File: src/rtl/img_bram_arb.sv
// img_bram_arb
// Shares one single-port image BRAM between three requesters:
//   - video reader: absolute priority, never stalled, combinational pass-through
//   - pixel loader: write port with valid/ready handshake
//   - aux readback: valid/ready request, tagged fixed-latency response
// Ports:
//   clk, rst                     single clock, synchronous active-high reset
//   vid_en_i/vid_addr_i          video read request and address
//   vid_data_o                   video read data (raw BRAM read data)
//   s_wr_valid/ready/addr/data   loader write channel
//   s_ar_valid/ready/addr        aux read request channel
//   m_r_valid/m_r_data           aux read response (no backpressure)
//   bram_*                       single BRAM port
//   wr_starved_o                 write pending without grant for STARVE_CYC cycles
//   addr_err_o                   sticky out-of-range accept flag
//   wr_cnt_o                     wrapping count of accepted in-range writes
module img_bram_arb #(
  parameter int ADDRW      = 17,
  parameter int DATAW      = 24,
  parameter int DEPTH      = 76800,
  parameter int RD_LAT     = 1,
  parameter int STARVE_CYC = 4096
) (
  input  logic             clk,
  input  logic             rst,
  input  logic             vid_en_i,
  input  logic [ADDRW-1:0] vid_addr_i,
  output logic [DATAW-1:0] vid_data_o,
  input  logic             s_wr_valid,
  output logic             s_wr_ready,
  input  logic [ADDRW-1:0] s_wr_addr,
  input  logic [DATAW-1:0] s_wr_data,
  input  logic             s_ar_valid,
  output logic             s_ar_ready,
  input  logic [ADDRW-1:0] s_ar_addr,
  output logic             m_r_valid,
  output logic [DATAW-1:0] m_r_data,
  output logic             bram_en_o,
  output logic             bram_we_o,
  output logic [ADDRW-1:0] bram_addr_o,
  output logic [DATAW-1:0] bram_wdata_o,
  input  logic [DATAW-1:0] bram_rdata_i,
  output logic             wr_starved_o,
  output logic             addr_err_o,
  output logic [15:0]      wr_cnt_o
);

  localparam int SCW = $clog2(STARVE_CYC + 1);
  localparam logic [ADDRW:0]  DEPTH_W = (ADDRW + 1)'(DEPTH);
  localparam logic [SCW-1:0]  STARVE_MAX = SCW'(STARVE_CYC);

  logic              last_ar;      // 1: last granted free slot went to aux
  logic [RD_LAT-1:0] tag_v;
  logic [RD_LAT-1:0] tag_oor;
  logic [SCW-1:0]    starve_cnt;
  logic              addr_err_q;
  logic [15:0]       wr_cnt_q;

  logic slot_free;
  logic grant_wr;
  logic grant_ar;
  logic wr_in_range;
  logic ar_in_range;

  assign wr_in_range = ({1'b0, s_wr_addr} < DEPTH_W);
  assign ar_in_range = ({1'b0, s_ar_addr} < DEPTH_W);

  // Tie goes to whichever port did not win the previous granted free slot.
  assign slot_free = ~rst & ~vid_en_i;
  assign grant_wr  = slot_free & s_wr_valid & (~s_ar_valid | last_ar);
  assign grant_ar  = slot_free & s_ar_valid & (~s_wr_valid | ~last_ar);

  assign s_wr_ready = grant_wr;
  assign s_ar_ready = grant_ar;

  // Out-of-range accepts consume the slot but leave the BRAM idle.
  always_comb begin
    bram_en_o    = 1'b0;
    bram_we_o    = 1'b0;
    bram_addr_o  = '0;
    bram_wdata_o = '0;
    if (!rst) begin
      if (vid_en_i) begin
        bram_en_o   = 1'b1;
        bram_addr_o = vid_addr_i;
      end else if (grant_wr) begin
        if (wr_in_range) begin
          bram_en_o    = 1'b1;
          bram_we_o    = 1'b1;
          bram_addr_o  = s_wr_addr;
          bram_wdata_o = s_wr_data;
        end
      end else if (grant_ar && ar_in_range) begin
        bram_en_o   = 1'b1;
        bram_addr_o = s_ar_addr;
      end
    end
  end

  assign vid_data_o = bram_rdata_i;

  // Response strobe lines up with the BRAM data of the accepted read.
  assign m_r_valid = tag_v[RD_LAT-1] & ~rst;
  assign m_r_data  = (m_r_valid && !tag_oor[RD_LAT-1]) ? bram_rdata_i : '0;

  always_ff @(posedge clk) begin
    if (rst) begin
      last_ar    <= 1'b1;
      tag_v      <= '0;
      tag_oor    <= '0;
      starve_cnt <= '0;
      addr_err_q <= 1'b0;
      wr_cnt_q   <= '0;
    end else begin
      if (grant_wr) last_ar <= 1'b0;
      else if (grant_ar) last_ar <= 1'b1;

      tag_v[0]   <= grant_ar;
      tag_oor[0] <= grant_ar & ~ar_in_range;
      for (int i = 1; i < RD_LAT; i++) begin
        tag_v[i]   <= tag_v[i-1];
        tag_oor[i] <= tag_oor[i-1];
      end

      if (s_wr_valid && !grant_wr) begin
        if (starve_cnt != STARVE_MAX) starve_cnt <= starve_cnt + SCW'(1);
      end else begin
        starve_cnt <= '0;
      end

      if ((grant_wr && !wr_in_range) || (grant_ar && !ar_in_range))
        addr_err_q <= 1'b1;

      if (grant_wr && wr_in_range) wr_cnt_q <= wr_cnt_q + 16'd1;
    end
  end

  assign wr_starved_o = (starve_cnt == STARVE_MAX);
  assign addr_err_o   = addr_err_q;
  assign wr_cnt_o     = wr_cnt_q;

endmodule

File: config.mk
export PLATFORM = sky130hd
export DESIGN_NAME = img_bram_arb
export DESIGN_NICKNAME = d
export VERILOG_FILES = /design/src/rtl/img_bram_arb.sv
export SDC_FILE = /design/constraint.sdc
export NUM_CORES = 1
export LEC_CHECK = 0
export CAP_MARGIN = 0
export CORE_MARGIN = 2
export CORE_UTILIZATION = 36
export DETAILED_ROUTE_END_ITERATION = 8
export GPL_ROUTABILITY_DRIVEN = 1
export GPL_TIMING_DRIVEN = 0
export PLACE_DENSITY = 0.87
export SETUP_SLACK_MARGIN = 0.4
export SLEW_MARGIN = 20
export SYNTH_ARGS = -nofsm -noshare
export SYNTH_HDL_FRONTEND = slang
export SYNTH_SLANG_ARGS = --single-unit
export TNS_END_PERCENT = 100
File: constraint.sdc
create_clock -name clk -period 3.42 [get_ports clk]
set_input_delay 0.684 -clock clk [delete_from_list [all_inputs] [get_ports clk]]
set_output_delay 0.684 -clock clk [all_outputs]
set_load 0.02 [all_outputs]
# Word-level counts from Yosys, hierarchy flattened
# Cells that the tools add are included.
[classes] eq_ne=2 n_bitwise=16 muxes=20 n_addsub=2 reduce_logical=13 magnitude_cmp=2
[ops] op="24-bit 2-to-1 mux" count=5
[ops] op="17-bit 2-to-1 mux" count=5
[ops] op="17-bit less-than comparator (second input constant)" count=2
[ops] op="16-bit by 1-bit adder with 16-bit output (second input constant)" count=1
[ops] op="13-bit by 1-bit adder with 13-bit output (second input constant)" count=1
[ops] op="13-bit equality test (second input constant)" count=1
[ops] op="13-bit inequality test (second input constant)" count=1
[ops] op="1-bit 2-to-1 mux" count=10
[ops] op="1-bit AND" count=7
[ops] op="1-bit NOT" count=7
[ops] op="1-bit logical AND" count=6
[ops] op="1-bit zero test" count=4
[ops] op="1-bit bitwise OR" count=2
[ops] op="2-bit nonzero test" count=1
[ops] op="2-bit OR reduction" count=1
[ops] op="1-bit logical OR" count=1
[word_totals] in_bits=104 word_cells=61 output_inout_bits=112 register_bits=33

# Depth between registers and ports, before layout
[depth] ltp_word=9 ltp_mapped=6 depth_no_buf=6

# Least setup slack after synthesis
# OpenSTA, ideal clock, no wires.
[synth_timing] path_type="input to output" startpoint="input port vid_en_i" endpoint="output port bram_addr_o[14]" slack_ns=0.343 cell_stages=4 n_path_buf=0 t_arrival_ns=2.393 required_time_ns=2.736 cell_sequence="nand2b_1 -> a211oi_1 -> a31oi_1 -> a221oi_1"
[synth_between] elab_chain_len=9 elab_cells_between_ends=11 classes_between="mux (4); bitwise (6); reduce/logical (1)"
[synth_rtl] item="start: declaration" line="26" source="input logic vid_en_i,"
[synth_rtl] item="1-bit NOT" line="69" source="assign slot_free = ~rst & ~vid_en_i;"
[synth_rtl] item="1-bit AND" line="69"
[synth_rtl] item="1-bit AND (2 in series)" line="71" source="assign grant_ar = slot_free & s_ar_valid & (~s_wr_valid | ~last_ar);"
[synth_rtl] item="via s_ar_ready" line="34" source="output logic s_ar_ready,"
[synth_rtl] item="1-bit logical AND" line="93" source="end else if (grant_ar && ar_in_range) begin"
[synth_rtl] item="17-bit 2-to-1 mux" line="93"
[synth_rtl] item="17-bit 2-to-1 mux" line="86" source="end else if (grant_wr) begin"
[synth_rtl] item="17-bit 2-to-1 mux" line="83" source="if (vid_en_i) begin"
[synth_rtl] item="17-bit 2-to-1 mux" line="82" source="if (!rst) begin"
[synth_rtl] item="end: declaration" line="40" source="output logic [ADDRW-1:0] bram_addr_o,"
# The timed path passes the listed nets, and every way through them passes these cells.

# Final worst setup path
[layout_timing] startpoint="input port s_ar_addr[11]" endpoint="output port bram_addr_o[9]"
[layout_between] elab_chain_len=6
[layout_rtl] item="start: declaration" line="35" source="input logic [ADDRW-1:0] s_ar_addr,"
[layout_rtl] item="17-bit less-than comparator" line="66" source="assign ar_in_range = ({1'b0, s_ar_addr} < DEPTH_W);"
[layout_rtl] item="1-bit logical AND" line="93"
[layout_rtl] item="17-bit 2-to-1 mux" line="93"
[layout_rtl] item="17-bit 2-to-1 mux" line="86"
[layout_rtl] item="17-bit 2-to-1 mux" line="83"
[layout_rtl] item="17-bit 2-to-1 mux" line="82"
# Every way passes these cells.

==> metrics <==
outcome completed; Core ar. between 6000 and 7000 sq um; Synth Area in XOR/XNOR 3.365%; ys flop type dfxtp_1; layout cells sized above 1 a little under a quarter; GRT Util Overall ~28%; setup slack, reg-to-reg about 1300 ps; Synth Area in Simple Gates 34.66%; Max-slew headroom approximately two thirds; Hold Crit Class reg2reg; Setup Viol. Count Final 0; CTS tree yes; total power between 1000 and 1500 uW; fin cells between 600 and 700; Hold EP starve_cnt[12]; most frequent cells in the layout 140 x clkdlybuf4s50_1, 42 x buf_4, 42 x and3_1; drt total wl between 10 and 15 mm; Slew Limit Fails 0; Via density about 5.3; grt met3 use about 7%; area delta synth->final 102.1%; Setup crit start kind input port; Crit Reg-Reg Startpoint wr_cnt_o[1]; final critical-path required period between 2000 and 3000 ps; Avg Cell Area, Syn 7.769 sq um; CTS buffer count 5; final worst slack 436.2 ps; clock latency on the worst-skew pair 290 ps; Yosys cell types 49; Remaining DRCs 0; Syn Nets around 440; CTS Sinks 33; FMAX around 340 MHz; clock buffer depth 2; portion of netlist area occupied by mux cells around 1.6%; number of global-route vias before repair between 3,000 and 4,000; RSZ-0062 raised after global routing false; CP endpoint kind output port; largest net degree at the start of global routing 11; Period Utilization, post-route just under 90%; compound-cell area share of the yosys netlist around a fifth; largest family of logic cells by synthesized area simple AND/OR/NAND/NOR gates; Final Hold Fails 0; Initial Util a little under two fifths; worst hold path depth 2; Synth Cell Area between 2000 and 3000 sq um; DP Worst Slack -602.6 ps; GR Layer Usage met2 ~52%; placed cells roughly 650; GR peak layer met2; DPL Wire Length approximately 8.9 mm; CP max FO 5; YS warnings 0; std cell rows 30; most common cell after layout, fill and taps aside clkdlybuf4s50_1; IO Port Bufs ~220; Pre-antenna DRT Iters 4; Seq/Total Area, Yosys between 20 and 30%; HP Start starve_cnt[12]; global-route wire length before repair between 15 and 20 mm; root buffer cell clkbuf_8; die area a little under 8000 sq um; Reg clk slew, reported paths about 70 ps; # hold bufs at CTS 0; Die W 89.03 microns; DR WL/cell around 17 microns; Chip Height around 89 microns; EDFF count, synth 0; initial antenna violation count 1; required time of the critical path 2740 ps; R2R cell count 6; initial DRC count 128; Post-synth ARST share 0%; leakage power 0.002351 uW; GR Util met1 29.96%; Slew @ Worst Pin approximately 510 ps; # IOs about 220; Vias 3,557; H-tree levels 2; Post-Syn Instances ~340; gr ovfl total 0; Crit Path Class in2out; Routability Congestion 0.8904; max-cap violations 0; Net count, final roughly 680; crit path DAT approximately 2300 ps; register bit total from synthesis 33; Pwr Density between 200 and 250 nW/um^2; post-route antenna net violation count 0; Adder-Cell Fraction of Synth Area under 10%; final setup TNS 0 ps; Peak VDD IR 249.2 uV; reg-to-reg endpoint wr_cnt_o[12]; Final Skew 5.359 ps
-- flip-flops by register name, summed over array words and instances (netlist names) --
name,cells
tag_v,1
addr_err_o,1
wr_cnt_o,16
last_ar,1
starve_cnt,13
tag_oor,1
-- logic make-up after synthesis --
kind of cell / after synthesis
XOR/XNOR: 10
adder cells (fa/ha/maj): 3
buffers and inverters: 58
AO/OA/AOI/OAI: 75
multiplexers: 4
AND/OR/NAND/NOR: 152
flip-flops: 33
-- report_power, final --
group | internal [uW] | switching, uW
clock | 237 | 143
combinational | 238 | 178
sequential | 388 | 4.92
total | 863 | 326
-- layer usage --
layer | share of wire [%] | wire [microns] | vias to the layer above
li1 | - | - | 1692
met1 | 37 | 4346 | 1659
met2 | 52 | 6000 | 169
met3 | 7.4 | 858 | 37
met4 | 3.7 | 434 | 0
met5 | 0 | 0 | -
-- worst max-delay path: stages --
cell and delay (ps):
clkdlybuf4s50_1 450, a21o_1 180, a211o_1 300, a21boi_4 210
buf_2 190, a21bo_2 130, buf_2 150
-- worst max-delay path by stage --
stage                        from               to  slack, ps  cells after the start
floorplan              s_ar_valid  bram_addr_o[14]        500                      6
global placement       s_wr_valid  bram_addr_o[15]       -600                      8
detailed placement       vid_en_i  bram_addr_o[14]       -600                      8
CTS                 s_wr_addr[12]  bram_addr_o[13]        270                      8
global route                  rst  bram_addr_o[11]        370                      7
finish              s_ar_addr[11]   bram_addr_o[9]        440                      7
-- metrics by stage --
stage / instance area (sq um) / hold slack [ps] / util (%)
global route: 5259 / 520.8 / 76.14
CTS: 5164 / 491.8 / 74.76
detailed placement: 4880 / 483.0 / 70.65
floorplan: 2608 / 453.4 / -
finish: 5259 / 484.4 / 76.14
global placement: 4880 / 469.3 / 70.65
-- timing repair --
action                     CTS  global route
gates cloned                 2             1
pin swaps                    1             6
resized for setup          205            28
setup buffers                8             6
setup endpoints to repair   69            42
-- layout make-up --
cell class,instances,area [sq um]
Antenna cell,1,2.502
Fill cell,538,1648
Multi-Input combinational cell,244,1710
Clock buffer,7,86.33
Inverter,10,45.04
Clock inverter,1,30.03
Timing Repair Buffer,232,2238
Sequential cell,33,660.6
Tap cell,96,120.1
Buffer,48,365.4
-- cell usage after synthesis, types with 10 or more instances --
cell | instances | area (sq um)
a31oi_1 | 16 | 100.1
dfxtp_1 | 33 | 660.6
and3_1 | 42 | 262.8
a21bo_2 | 14 | 140.1
nand3_1 | 15 | 75.07
a21oi_1 | 15 | 75.07
clkbuf_1 | 19 | 71.32
nor2_1 | 16 | 60.06
and2_1 | 26 | 162.7
buf_4 | 25 | 187.7
nand4_1 | 10 | 62.56
No activity file was read; power rests on OpenSTA's default activity.
